### src/rtl/dcache_lsu_issue_if.sv
// Bundle between the AGUs/ctrl and the DCache stage-1 requester.
// The slave modport is the issue block; master is the environment driving it.
interface dcache_lsu_issue_if #(
    parameter int unsigned ADDR_W = 32,
    parameter int unsigned CNT_W  = 3
);
    logic              DcacheStop;
    logic              DcacheFlash;
    logic              AguLoadValid;
    logic [ADDR_W-1:0] AguLoadAddr;
    logic              AguLoadReady;
    logic              AguStoreValid;
    logic [ADDR_W-1:0] AguStoreAddr;
    logic              AguStoreReady;
    logic              LoadAble;
    logic              LoadReq;
    logic [ADDR_W-1:0] LoadPhyAddr;
    logic              StoreAble;
    logic              StoreReq;
    logic [ADDR_W-1:0] StorePhyAddr;
    logic [CNT_W-1:0]  LoadCount;
    logic [CNT_W-1:0]  StoreCount;

    modport master (
        output DcacheStop, DcacheFlash,
        output AguLoadValid, AguLoadAddr, AguStoreValid, AguStoreAddr,
        output LoadReq, StoreReq,
        input  AguLoadReady, AguStoreReady,
        input  LoadAble, LoadPhyAddr, StoreAble, StorePhyAddr,
        input  LoadCount, StoreCount
    );

    modport slave (
        input  DcacheStop, DcacheFlash,
        input  AguLoadValid, AguLoadAddr, AguStoreValid, AguStoreAddr,
        input  LoadReq, StoreReq,
        output AguLoadReady, AguStoreReady,
        output LoadAble, LoadPhyAddr, StoreAble, StorePhyAddr,
        output LoadCount, StoreCount
    );
endinterface

### src/rtl/dcache_lsu_issue.sv
// Load/store address issue queues feeding DCache stage 1, with stall, flush
// and store-to-load word-address hazard blocking.
module dcache_lsu_issue #(
    parameter int unsigned ADDR_W = 32,
    parameter int unsigned DEPTH  = 4,
    parameter int unsigned CNT_W  = 3
) (
    input  logic               Clk,
    input  logic               Rest,
    dcache_lsu_issue_if.slave  bus
);
    localparam int unsigned       PTR_W = $clog2(DEPTH);
    localparam logic [CNT_W-1:0]  FULL  = CNT_W'(DEPTH);

    logic [ADDR_W-1:0] ld_mem_q [DEPTH];
    logic [ADDR_W-1:0] st_mem_q [DEPTH];
    logic [PTR_W-1:0]  ld_rd_q, ld_rd_d, ld_wr_q, ld_wr_d;
    logic [PTR_W-1:0]  st_rd_q, st_rd_d, st_wr_q, st_wr_d;
    logic [CNT_W-1:0]  ld_cnt_q, ld_cnt_d, st_cnt_q, st_cnt_d;

    logic              ld_head_vld, st_head_vld, issue_ok, hazard;
    logic              ld_enq, ld_deq, st_enq, st_deq;
    logic [ADDR_W-1:0] ld_head, st_head;
    logic [PTR_W-1:0]  st_off;

    assign ld_head_vld = (ld_cnt_q != '0);
    assign st_head_vld = (st_cnt_q != '0);
    assign ld_head     = ld_head_vld ? ld_mem_q[ld_rd_q] : '0;
    assign st_head     = st_head_vld ? st_mem_q[st_rd_q] : '0;
    assign issue_ok    = ~bus.DcacheStop & ~bus.DcacheFlash;

    // Any live store entry, including the one issuing now, blocks a same-word load.
    always_comb begin
        hazard = 1'b0;
        st_off = '0;
        for (int i = 0; i < int'(DEPTH); i++) begin
            st_off = PTR_W'(i) - st_rd_q;
            if ((CNT_W'(st_off) < st_cnt_q) &&
                (st_mem_q[i][ADDR_W-1:2] == ld_head[ADDR_W-1:2])) begin
                hazard = 1'b1;
            end
        end
    end

    assign bus.AguLoadReady  = (ld_cnt_q != FULL);
    assign bus.AguStoreReady = (st_cnt_q != FULL);
    assign bus.LoadAble      = ld_head_vld & issue_ok & ~hazard;
    assign bus.StoreAble     = st_head_vld & issue_ok;
    assign bus.LoadPhyAddr   = ld_head;
    assign bus.StorePhyAddr  = st_head;
    assign bus.LoadCount     = ld_cnt_q;
    assign bus.StoreCount    = st_cnt_q;

    assign ld_enq = bus.AguLoadValid & bus.AguLoadReady & ~bus.DcacheFlash;
    assign st_enq = bus.AguStoreValid & bus.AguStoreReady & ~bus.DcacheFlash;
    assign ld_deq = bus.LoadAble & bus.LoadReq;
    assign st_deq = bus.StoreAble & bus.StoreReq;

    always_comb begin
        ld_rd_d  = ld_rd_q;
        ld_wr_d  = ld_wr_q;
        ld_cnt_d = ld_cnt_q;
        st_rd_d  = st_rd_q;
        st_wr_d  = st_wr_q;
        st_cnt_d = st_cnt_q;
        if (bus.DcacheFlash) begin
            ld_rd_d  = '0;
            ld_wr_d  = '0;
            ld_cnt_d = '0;
            st_rd_d  = '0;
            st_wr_d  = '0;
            st_cnt_d = '0;
        end else begin
            if (ld_enq) ld_wr_d = ld_wr_q + PTR_W'(1);
            if (ld_deq) ld_rd_d = ld_rd_q + PTR_W'(1);
            if (st_enq) st_wr_d = st_wr_q + PTR_W'(1);
            if (st_deq) st_rd_d = st_rd_q + PTR_W'(1);
            case ({ld_enq, ld_deq})
                2'b10:   ld_cnt_d = ld_cnt_q + CNT_W'(1);
                2'b01:   ld_cnt_d = ld_cnt_q - CNT_W'(1);
                default: ld_cnt_d = ld_cnt_q;
            endcase
            case ({st_enq, st_deq})
                2'b10:   st_cnt_d = st_cnt_q + CNT_W'(1);
                2'b01:   st_cnt_d = st_cnt_q - CNT_W'(1);
                default: st_cnt_d = st_cnt_q;
            endcase
        end
    end

    always_ff @(posedge Clk) begin
        if (Rest) begin
            ld_rd_q  <= '0;
            ld_wr_q  <= '0;
            ld_cnt_q <= '0;
            st_rd_q  <= '0;
            st_wr_q  <= '0;
            st_cnt_q <= '0;
        end else begin
            ld_rd_q  <= ld_rd_d;
            ld_wr_q  <= ld_wr_d;
            ld_cnt_q <= ld_cnt_d;
            st_rd_q  <= st_rd_d;
            st_wr_q  <= st_wr_d;
            st_cnt_q <= st_cnt_d;
        end
    end

    // Storage needs no reset: entries are only visible through the counters.
    always_ff @(posedge Clk) begin
        if (!Rest && ld_enq) ld_mem_q[ld_wr_q] <= bus.AguLoadAddr;
        if (!Rest && st_enq) st_mem_q[st_wr_q] <= bus.AguStoreAddr;
    end
endmodule

### src/flat_wrapper.sv
// flat-port wrapper written by rule: the top's interface ports become plain ports
module dcache_lsu_issue_flat 
#(
    parameter int unsigned ADDR_W = 32,
    parameter int unsigned DEPTH  = 4,
    parameter int unsigned CNT_W  = 3
)
  (Clk, Rest, bus_DcacheStop, bus_DcacheFlash, bus_AguLoadValid, bus_AguLoadAddr, bus_AguStoreValid, bus_AguStoreAddr, bus_LoadReq, bus_StoreReq, bus_AguLoadReady, bus_AguStoreReady, bus_LoadAble, bus_LoadPhyAddr, bus_StoreAble, bus_StorePhyAddr, bus_LoadCount, bus_StoreCount);
  dcache_lsu_issue_if #(.ADDR_W(ADDR_W), .CNT_W(CNT_W)) bus_i ();
  input  logic Clk;
  input  logic Rest;
  input wire logic [$bits(bus_i.DcacheStop)-1:0] bus_DcacheStop;
  input wire logic [$bits(bus_i.DcacheFlash)-1:0] bus_DcacheFlash;
  input wire logic [$bits(bus_i.AguLoadValid)-1:0] bus_AguLoadValid;
  input wire logic [$bits(bus_i.AguLoadAddr)-1:0] bus_AguLoadAddr;
  input wire logic [$bits(bus_i.AguStoreValid)-1:0] bus_AguStoreValid;
  input wire logic [$bits(bus_i.AguStoreAddr)-1:0] bus_AguStoreAddr;
  input wire logic [$bits(bus_i.LoadReq)-1:0] bus_LoadReq;
  input wire logic [$bits(bus_i.StoreReq)-1:0] bus_StoreReq;
  output wire logic [$bits(bus_i.AguLoadReady)-1:0] bus_AguLoadReady;
  output wire logic [$bits(bus_i.AguStoreReady)-1:0] bus_AguStoreReady;
  output wire logic [$bits(bus_i.LoadAble)-1:0] bus_LoadAble;
  output wire logic [$bits(bus_i.LoadPhyAddr)-1:0] bus_LoadPhyAddr;
  output wire logic [$bits(bus_i.StoreAble)-1:0] bus_StoreAble;
  output wire logic [$bits(bus_i.StorePhyAddr)-1:0] bus_StorePhyAddr;
  output wire logic [$bits(bus_i.LoadCount)-1:0] bus_LoadCount;
  output wire logic [$bits(bus_i.StoreCount)-1:0] bus_StoreCount;
  assign bus_i.DcacheStop = bus_DcacheStop;
  assign bus_i.DcacheFlash = bus_DcacheFlash;
  assign bus_i.AguLoadValid = bus_AguLoadValid;
  assign bus_i.AguLoadAddr = bus_AguLoadAddr;
  assign bus_i.AguStoreValid = bus_AguStoreValid;
  assign bus_i.AguStoreAddr = bus_AguStoreAddr;
  assign bus_i.LoadReq = bus_LoadReq;
  assign bus_i.StoreReq = bus_StoreReq;
  assign bus_AguLoadReady = bus_i.AguLoadReady;
  assign bus_AguStoreReady = bus_i.AguStoreReady;
  assign bus_LoadAble = bus_i.LoadAble;
  assign bus_LoadPhyAddr = bus_i.LoadPhyAddr;
  assign bus_StoreAble = bus_i.StoreAble;
  assign bus_StorePhyAddr = bus_i.StorePhyAddr;
  assign bus_LoadCount = bus_i.LoadCount;
  assign bus_StoreCount = bus_i.StoreCount;
  dcache_lsu_issue #(.ADDR_W(ADDR_W), .DEPTH(DEPTH), .CNT_W(CNT_W)) u_core (.Clk(Clk), .Rest(Rest), .bus(bus_i));
endmodule
### config.mk
export PLATFORM = sky130hd
export DESIGN_NAME = dcache_lsu_issue_flat
export DESIGN_NICKNAME = d
export VERILOG_FILES = /design/src/rtl/dcache_lsu_issue_if.sv /design/src/rtl/dcache_lsu_issue.sv /design/src/flat_wrapper.sv
export SDC_FILE = /design/constraint.sdc
export NUM_CORES = 1
export LEC_CHECK = 0
export CELL_PAD_IN_SITES_DETAIL_PLACEMENT = 2
export CELL_PAD_IN_SITES_GLOBAL_PLACEMENT = 2
export CORE_MARGIN = 5
export CORE_UTILIZATION = 44
export DETAILED_ROUTE_END_ITERATION = 12
export PLACE_DENSITY = 0.95
export SYNTH_ARGS = -nofsm -noshare
export SYNTH_HDL_FRONTEND = slang
export SYNTH_SLANG_ARGS = --single-unit
### constraint.sdc
create_clock -name Clk -period 6.5 [get_ports Clk]
set_input_delay 1.95 -clock Clk [delete_from_list [all_inputs] [get_ports Clk]]
set_output_delay 1.95 -clock Clk [all_outputs]
set_load 0.005 [all_outputs]
==> summary.md, run 1 <==
| Metric | Value |
|---|---|
| Iteration-0 DRC count of the detailed router | 1646 |
| Sequential share of the synthesized area | 58.4% |
| DIE WIDTH | 187 um |
| CTS clock-pin slew for the worst setup and hold paths | 0.06 ns |
| Syn_area_per_cell | 14.0 um^2 |
| CTS H-Tree Depth | 1 |
| Fmax | 153 MHz |
| CP max FO | 50 |
| Post-synth ARST share | 0% |
| Max-cap violations | 0 |
| Clk root buf | clkbuf_16 |
| Synth unique cells | 82 |
| Nets | 1235 |
| Startpoint class of the critical path | flip-flop |
| Layout cell share with drive strength beyond 1 | 14.9% |
| Peak supply drop | 0.184 mV |
| Total track usage | 31.7% |
| Total grt overflow | 0 |
| Number of remaining DRC errors | 0 |
| Cells after Synth | 987 |
| Clk_skew | 0.0114 ns |
| Critical path data arrival time | 4.58 ns |
| First-pass GRT wire length | 82800 um |
| Detailed-route via count | 11000 |
| Setup crit end kind | primary output |
| Final hold vios | 0 |
| Die area | 0.0350 mm^2 |
| Status | complete, but fails checks |
| # rows | 64 |
| Initial antenna violation count | 0 |
| Pwr dens | 232 mW/mm^2 |
| Placer congestion estimate | 0.976 |
| Initial core utilization | 44.8% |
| Required @ worst endpoint | 4.55 ns |
| Tmin final | 6.53 ns |
| Synthesized Nets | 1075 |
| Post-DRT Antenna Nets | 0 |
| Leakage power | 5.37 nW |
| Average wire per standard cell | 36.4 um |
| Num CTS Buffers | 31 |
| Core area | 0.0307 mm^2 |
| Insertion delay to the later sink of the worst-skew pair | 0.59 ns |
| IO buf count | 145 |
| Post-synth EDFFs | 256 |
| CTS max path bufs | 3 |
| Final WL | 57000 um |
| Synthesized cell area | 0.0138 mm^2 |
| Post-CTS Hold Buffers | 0 |
| Final period utilization | 100% |
| Vias in the first global route | 12000 |
| Drt first pass iters | 8 |
| TritonCTS clock tree | built |
| Die Ht | 187 um |
| DP HPWL | 39600 um |
| HP Class | reg2reg |
| Setup Crit Path Kind | reg2out |
| RSZ-0062 raised after global routing | no |
| Largest net degree at the start of global routing | 51 |
| Relative slew slack | 31.4% |
| Ys flop type | edfxtp_1 |
| Place WS | 0.410 ns |
| Failing checks | setup timing |
| Min setup slack post-route | -0.0256 ns |
| Setup_tns | -0.0256 ns |
| Synthesis-to-finish area growth | 20.9% |
| Num ports | 146 |
| Register bit total from synthesis | 274 |
| TritonCTS sink count | 274 |
| Vias per cell | 6.99 |
| Final setup violating endpoints | 1 |
| Total of warnings raised by yosys | 0 |
| Finished Core Util | 54.2% |
| Total power | 3.87 mW |
| Worst slew pin tran | 1.03 ns |
| Slew Viols, Final | 0 |
==> through the flow <==
step	instance area, um^2	hold slack [ns]	cells
floorplan	13800	0.469	987
global placement	15600	0.486	1506
detailed placement	15600	0.495	1506
CTS	16600	0.503	1564
global route	16700	0.558	1567
finish	16700	0.496	1568
==> cell usage after synthesis (10+ instances only) <==
cell	instances	area [um^2]
edfxtp_1	256	7690
inv_1	68	255
nor2_1	66	248
mux4_2	62	1400
nor2b_1	40	250
xnor2_1	31	272
and2_1	27	169
nand3_1	26	130
nand2_1	25	93.8
mux2i_1	23	230
mux2_2	19	214
o21ai_0	19	95.1
clkbuf_1	18	67.6
dfxtp_1	18	360
o22ai_1	16	100
o32ai_1	16	140
a21oi_1	15	75.1
ha_1	14	175
nor3_1	14	70.1
a22oi_1	13	97.6
nor4_1	13	81.3
nand4_1	12	75.1
a221oi_1	10	87.6
buf_2	10	50.1
nand2b_1	10	62.6
==> where the power goes <==
part / switching [mW] / internal (mW) / leakage (nW)
logic: 0.137 / 0.105 / 2.44
clock network: 0.752 / 0.910 / 0.461
registers: 0.0204 / 1.95 / 2.46
==> metal layers <==
| layer | vias to the layer above | routed length [um] | part of all wire (%) | track usage, % |
|---|---|---|---|---|
| li1 | 4213 | - | - | - |
| met1 | 5538 | 19800 | 35 | 37.4 |
| met2 | 894 | 27100 | 48 | 52.1 |
| met3 | 308 | 5540 | 9.7 | 7.37 |
| met4 | 0 | 4560 | 8.0 | 20.7 |
| met5 | - | 0 | 0 | 0 |
==> kinds of logic (layout without fill, tap and decap cells) <==
logic type	count (synthesis)	in the layout	share of synthesized area, %
AND/OR/NAND/NOR	277	277	11.2
AO/OA/AOI/OAI	158	158	8.54
multiplexers	109	109	13.9
buffers and inverters	114	298	3.90
XOR/XNOR	39	39	2.48
flip-flops	274	274	58.4
other	0	1	0
adder cells (fa/ha/maj)	16	16	1.56
==> worst paths after layout <==
check	start	to	slack, ns	cells after the start
worst max-delay path	flip-flop	bus_LoadAble	-0.03	10
worst min-delay path	u_core.st_wr_q[1]	u_core.st_wr_q[1]	0.50	2
worst max register to register	flip-flop	u_core.bus.LoadCount[2]	1.78	15
worst min register to register	u_core.st_wr_q[1]	u_core.st_wr_q[1]	0.50	2
==> layout make-up <==
class	count	area, um^2
Timing Repair Buffer	171	1690
Antenna cell	1	2.50
Inverter	70	263
Clock inverter	23	150
Sequential cell	274	8060
Tap cell	396	495
Multi-Input combinational cell	599	5210
Fill cell	2813	14100
Clock buffer	34	787
==> flip-flops by register name (all words and copies together) (netlist names), named ones only <==
signal                 count
u_core.bus.LoadCount       3
u_core.st_wr_q             2
u_core.ld_wr_q             2
u_core.st_mem_q          128
u_core.bus.StoreCount      3
u_core.ld_mem_q          128
u_core.st_rd_q             2
u_core.ld_rd_q             2
==> timing repair <==
item                                    in CTS  in global routing
endpoints found under the setup margin       1                  1
setup buffers                                1                  3
gates resized for setup                      0                  2
==> cell usage in the layout (no fill, tap or decap), types with 9 or more instances in the layout <==
cell type / count
o21ai_0: 19
nor4_1: 13
ha_1: 14
mux2i_1: 22
nand2b_1: 10
clkdlybuf4s50_1: 145
inv_1: 68
a21oi_1: 15
clkbuf_16: 31
edfxtp_1: 256
o32ai_1: 16
nand2_1: 25
mux2_2: 19
a22oi_1: 13
buf_4: 23
nor2_1: 66
nand3_1: 26
a31oi_1: 9
nor3_1: 12
and2_1: 27
o22ai_1: 16
a221oi_1: 10
dfxtp_1: 15
nor2b_1: 40
mux4_2: 62
nand4_1: 12
xnor2_1: 31
==> critical path: stages (launching register included) <==
cell,delay [ns]
dfxtp_4,0.56
buf_12,0.34
mux4_1,0.59
a2bb2oi_2,0.19
o221ai_1,0.16
or4_1,0.62
or4_4,0.61
nor2_1,0.18
nor4b_1,0.08
buf_4,0.16
clkdlybuf4s50_1,0.45
Power figures use the tool's default switching activity.
==> run 2: changes to the inputs <==
--- a/config.mk
+++ b/config.mk
@@ -7,6 +7,7 @@
 export LEC_CHECK = 0
 export CELL_PAD_IN_SITES_DETAIL_PLACEMENT = 2
 export CELL_PAD_IN_SITES_GLOBAL_PLACEMENT = 2
+export CORE_ASPECT_RATIO = 0.8
 export CORE_MARGIN = 5
 export CORE_UTILIZATION = 44
 export DETAILED_ROUTE_END_ITERATION = 12
==> run 2 against run 1 <==
  * The flow now finishes without violations
  * Die area about the same
  * Register-to-register slack worse by 0.28 ns
  * Final cell count grew 1.0%
  * Cell area grew 0.44%
  * First-iteration DRC count fell by 28%
  * Clock power increased by 9%
  * Routed wire length fell by 2.3%
  * Sequential share of layout area down 0.21 points
  * Combinational power about the same
  * Largest cell class unchanged
==> summary.md, run 2 (synthesis gave the netlist of run 1 again) <==
| Metric | Value |
|---|---|
| Placed insts | 1531 |
| Core area | 0.0311 mm^2 |
| Die area | 0.0350 mm^2 |
| Relative slew slack | 36.4% |
| N_diodes | 0 |
| Setup_tns | 0 ns |
| Total grt overflow | 0 |
| Hold endpoint | u_core.ld_wr_q[1] |
| DP HPWL | 39900 um |
| Detailed-route via count | 10400 |
| Setup crit end kind | primary output |
| TritonCTS clock tree | built |
| Post-Place Cell Area | 0.0157 mm^2 |
| Vias in the first global route | 11300 |
| Slew Viols, Final | 0 |
| Die Ht | 168 um |
| IO buf count | 145 |
| # rows | 58 |
| Worst slew pin tran | 0.955 ns |
| Total power | 4.02 mW |
| Most frequent cells in the layout | edfxtp_1, clkdlybuf4s50_1, inv_1 |
| CTS resizes | 0 |
| Nets | 1232 |
| Min-Delay Startpoint | u_core.ld_wr_q[1] |
| Critical path data arrival time | 4.32 ns |
| Clk network pwr share | 45.0% |
| Clk root buf | clkbuf_16 |
| Seq pwr share | 49.0% |
| HP Class | reg2reg |
| CTS max path bufs | 3 |
| Fill cells | 2844 |
| Final period utilization | 96.5% |
| Iteration-0 DRC count of the detailed router | 1187 |
| CTS clock-pin slew for the worst setup and hold paths | 0.06 ns |
| Initial core utilization | 44.3% |
| Synthesis-to-finish area growth | 21.4% |
| Post-layout instance area | 0.0167 mm^2 |
| Num CTS Buffers | 29 |
| Setup Crit Path Kind | reg2out |
| Setup bufs post-CTS | 0 |
| Post-DRT Antenna Nets | 0 |
| RSZ-0062 raised after global routing | no |
| Switching Share | 21.7% |
| Fin cells | 1584 |
| R2R depth | 14 |
| Final setup violating endpoints | 0 |
| Worst reg2reg setup slack | 1.50 ns |
| Largest registers | u_core.ld_mem_q x128, u_core.st_mem_q x128 |
| Status | finished, final reports clean |
| Net Sw Power | 0.872 mW |
| Largest net degree at the start of global routing | 42 |
| Layout cell share with drive strength beyond 1 | 14.3% |
| Final hold vios | 0 |
| Startpoint class of the critical path | flip-flop |
| Insertion delay to the later sink of the worst-skew pair | 0.57 ns |
| Commonest non-fill, non-tap cell in the layout | edfxtp_1 |
| Required @ worst endpoint | 4.55 ns |
| Peak supply drop | 0.179 mV |
| Total track usage | 30.9% |
| Tmin final | 6.27 ns |
| Clk_skew | 0.0149 ns |
| Pwr dens | 240 mW/mm^2 |
| Max-cap violations | 0 |
| Initial antenna violation count | 3 |
| Combinational power share | 6.0% |
| Fmax | 159 MHz |
| Num ports | 146 |
| Final WL | 55700 um |
| CP max FO | 21 |
| CTS H-Tree Depth | 1 |
| Number of remaining DRC errors | 0 |
| Vias per cell | 6.54 |
| Leakage power | 5.39 nW |
| Drt first pass iters | 5 |
| Hold Crit Depth | 2 |
| Post-CTS Hold Buffers | 0 |
| R2R Path End | u_core.bus.LoadCount[2] |
| Internal power | 3.14 mW |
| TritonCTS sink count | 274 |
| Placer congestion estimate | 0.994 |
| First-pass GRT wire length | 80100 um |
| Hold slack | 0.513 ns |
| Average wire per standard cell | 35.2 um |
| DIE WIDTH | 208 um |
[run 2: cell types whose count changed in the layout (fill, tap and decap cells not counted), sizes merged]
cell	previous run	this run
clkinv	19	8
clkinvlp	2	0
clkbuf	34	35
buf	26	25
diode	1	0
bufinv	1	7
[run 2: layout make-up]
class / instances / area (um^2) / area share, %
clock inverter: 16 / 258 / 1.54
timing repair buffer: 170 / 1680 / 10.0
tap: 420 / 526 / 3.14
multi-input combinational: 599 / 5200 / 31.1
sequential: 274 / 8060 / 48.2
clock buffer: 35 / 748 / 4.47
inverter: 70 / 263 / 1.57
[run 2: routing by layer]
layer,vias to the layer above,GRT usage (%),wire [um]
met5,-,0,46
met4,6,11.5,2550
li1,4196,-,-
met2,618,51.2,26500
met1,5370,38.2,20700
met3,162,10.2,6000
[run 2: how the worst max path moves through the flow]
| stage | from | depth (start not counted) | to |
|---|---|---|---|
| 5_1_grt | flip-flop | 9 | bus_LoadAble |
| 3_3_place_gp | bus_DcacheFlash | 5 | bus_LoadAble |
| 2_1_floorplan | bus_DcacheFlash | 3 | bus_LoadAble |
| 6_report | flip-flop | 9 | bus_LoadAble |
| 4_1_cts | flip-flop | 9 | bus_LoadAble |
| 3_5_place_dp | bus_DcacheFlash | 5 | bus_LoadAble |
[run 2: metrics by stage]
| stage | worst slack [ns] | utilization [%] |
|---|---|---|
| after global routing | 0.0599 | 53.7 |
| after floorplan | 2.01 | - |
| after global placement | 0.415 | 50.4 |
| final | 0.228 | 53.7 |
| after detailed placement | 0.476 | 50.4 |
| after CTS | 0.127 | 53.6 |
[run 2: power groups by stage]
stage / combinational [mW] / sequential (mW) / clock [mW]
detailed placement: 0.233 / 2.00 / 0
finish: 0.240 / 1.97 / 1.81
CTS: 0.237 / 1.97 / 1.83
global route: 0.251 / 1.97 / 1.91
global placement: 0.217 / 2.00 / 0
floorplan: 0.0928 / 1.99 / 0
[run 2: critical path, stage by stage, from the launching register on]
cell             delay [ns]
dfxtp_4                0.58
buf_4                  0.36
mux2_2                 0.42
mux2i_1                0.47
o221ai_1               0.38
o21ai_0                0.32
nand4_1                0.19
nor4_4                 0.41
nor4b_1                0.14
clkdlybuf4s50_1        0.47
==> edit, RTL diff (config.mk and constraints of run 1) <==
`DEPTH` is set to 4 in 2 places; all go to 8.
--- a/src/rtl/dcache_lsu_issue.sv
+++ b/src/rtl/dcache_lsu_issue.sv
@@ -2,7 +2,7 @@
 // and store-to-load word-address hazard blocking.
 module dcache_lsu_issue #(
     parameter int unsigned ADDR_W = 32,
-    parameter int unsigned DEPTH  = 4,
+    parameter int unsigned DEPTH  = 8,
     parameter int unsigned CNT_W  = 3
 ) (
     input  logic               Clk,
--- a/src/flat_wrapper.sv
+++ b/src/flat_wrapper.sv
@@ -2,7 +2,7 @@
 module dcache_lsu_issue_flat 
 #(
     parameter int unsigned ADDR_W = 32,
-    parameter int unsigned DEPTH  = 4,
+    parameter int unsigned DEPTH  = 8,
     parameter int unsigned CNT_W  = 3
 )
   (Clk, Rest, bus_DcacheStop, bus_DcacheFlash, bus_AguLoadValid, bus_AguLoadAddr, bus_AguStoreValid, bus_AguStoreAddr, bus_LoadReq, bus_StoreReq, bus_AguLoadReady, bus_AguStoreReady, bus_LoadAble, bus_LoadPhyAddr, bus_StoreAble, bus_StorePhyAddr, bus_LoadCount, bus_StoreCount);
Check against the original RTL: not equivalent (Yosys sat finds a counterexample within 4 cycles, from zero or initial values).
==> edit against run 1 <==
- power increased by 85%
- core utilization down 1.4 points
- critical path type unchanged
- worst setup slack better by 0.044 ns
- routed wire length up 55%
- sequential cell count grew 262
- synthesized area rose by 73%
- final area increased by 70%
- synthesized cell count up 44%
- clock skew grew 0.033 ns
- critical endpoint unchanged
==> edit: results (changes against run 1) <==
Layout
  – Layout cells sized above 1: 17.7% (was 14.9%)
  – # diodes: 0 (was 1)
  – Buffers excl. clock: 203 (was 171)
  – Area of the multi-input gates: 0.00772 mm² (was 0.00521 mm²)
  – Final nets: 1714 (was 1235)
  – Largest registers: u_core.ld_mem_q x256, u_core.st_mem_q x256 (was u_core.ld_mem_q x128, u_core.st_mem_q x128)
  – Sequential share of cell area: 55.9% (was 48.4%)
  – Non-clock buffers, area share: 6.90% (was 10.2%)
  – Final core occ: 52.7% (was 54.2%)
  – FILL cells: 4723 (was 2813)
  – Clock-cell share: 6.39% (was 5.63%)
  – Clock buffers: 80 (was 34)

Drt
  – Vias per inst: 6.34 (was 6.99)
  – Routed wire per std cell: 37.5 µm (was 36.4 µm)

Global route
  – First-pass GRT wire length: 126000 µm (was 82800 µm)
  – Antenna violations before repair: 3 (was 0)
  – Number of global-route vias before repair: 16100 (was 12000)
  – Largest net degree at the start of global routing: 39 (was 51)

Place
  – Post-DP HPWL: 58600 µm (was 39600 µm)
  – Setup WS pre-CTS: 0.551 ns (was 0.410 ns)
  – Placed inst area: 0.0264 mm² (was 0.0156 mm²)
  – Routability cong.: 0.926 (was 0.976)

Clock tree
  – Later-pin clock latency in the skew report: 0.65 ns (was 0.59 ns)
  – H-tree depth: 2 (was 1)
  – CTS buffer count: 57 (was 31)

Yosys
  – Post-Synth Adder-Cell Area: 1.16% (was 1.56%)
  – Post-synthesis sequential area ratio: 66.4% (was 58.4%)
  – Post-Synth XOR/XNOR Area: 9.17% (was 2.48%)
  – Synth Register Bits: 536 (was 274)
  – Synth area leaders: edfxtp_1, mux4_2, mux2i_1 (was edfxtp_1, mux4_2, dfxtp_1)
  – Synth Area per Inst: 16.8 µm² (was 14.0 µm²)
  – Synth Area in Compound Gates: 2.19% (was 8.54%)
  – EDFF count, synth: 512 (was 256)

Status
  – Status: complete, no violations (was finished, violations left)

Power
  – Static Leak: 8.65 nW (was 5.37 nW)

Critical path
  – Worst EP arrival: 4.53 ns (was 4.58 ns)
  – CP peak stage delay: 0.56 ns (was 0.62 ns)

Timing
  – Worst rel slew slack: 22.9% (was 31.4%)
-- edit: changes by cell type in the layout (fill, tap and decap cells not counted), moves of 18 or more --
cell | run 1 | this run
mux2i_1 | 22 | 122
and2_1 | 27 | 2
mux4_2 | 62 | 88
nor2b_1 | 40 | 2
nand3_1 | 26 | 8
nand4_1 | 12 | 52
mux2_2 | 19 | 0
edfxtp_1 | 256 | 512
clkbuf_16 | 31 | 58
inv_1 | 68 | 39
buf_4 | 23 | 53
xnor2_1 | 31 | 115
xor2_1 | 8 | 134
-- edit: routing by layer --
| metal | share of wire, % | GRT usage, % | vias to the layer above |
|---|---|---|---|
| met2 | 49 | 50.1 | 899 |
| li1 | - | - | 5886 |
| met1 | 38 | 37.6 | 7946 |
| met5 | 0.032 | 0 | - |
| met4 | 5.3 | 12.4 | 6 |
| met3 | 7.6 | 5.15 | 233 |
-- edit: final timing paths --
kind	slack, ns	start	to	cells past startpoint
hold reg to reg	0.51	u_core.ld_rd_q[1]$_SDFFE_PP0N_	register	2
setup / recovery	0.02	register	bus_LoadAble	11
hold / removal	0.51	u_core.ld_rd_q[1]$_SDFFE_PP0N_	register	2
setup reg to reg	1.50	register	u_core.bus.LoadCount[2]$_SDFFE_PP0P_	15
-- edit: repair_timing --
| item | in CTS | in global routing |
|---|---|---|
| resized for setup | 12 | 5 |
| setup buffers | 3 | 3 |
| endpoints found under the setup margin | 1 | 1 |
| pin swaps | 2 | 1 |
| hold endpoints to repair | 0 | 0 |
-- edit: report_power, final --
group | switching (mW) | internal [mW] | total (mW)
registers | 0 | 3.78 | 3.78
clock network | 1.46 | 1.83 | 3.29
logic | 0.0620 | 0.0391 | 0.101
total | 1.53 | 5.64 | 7.17
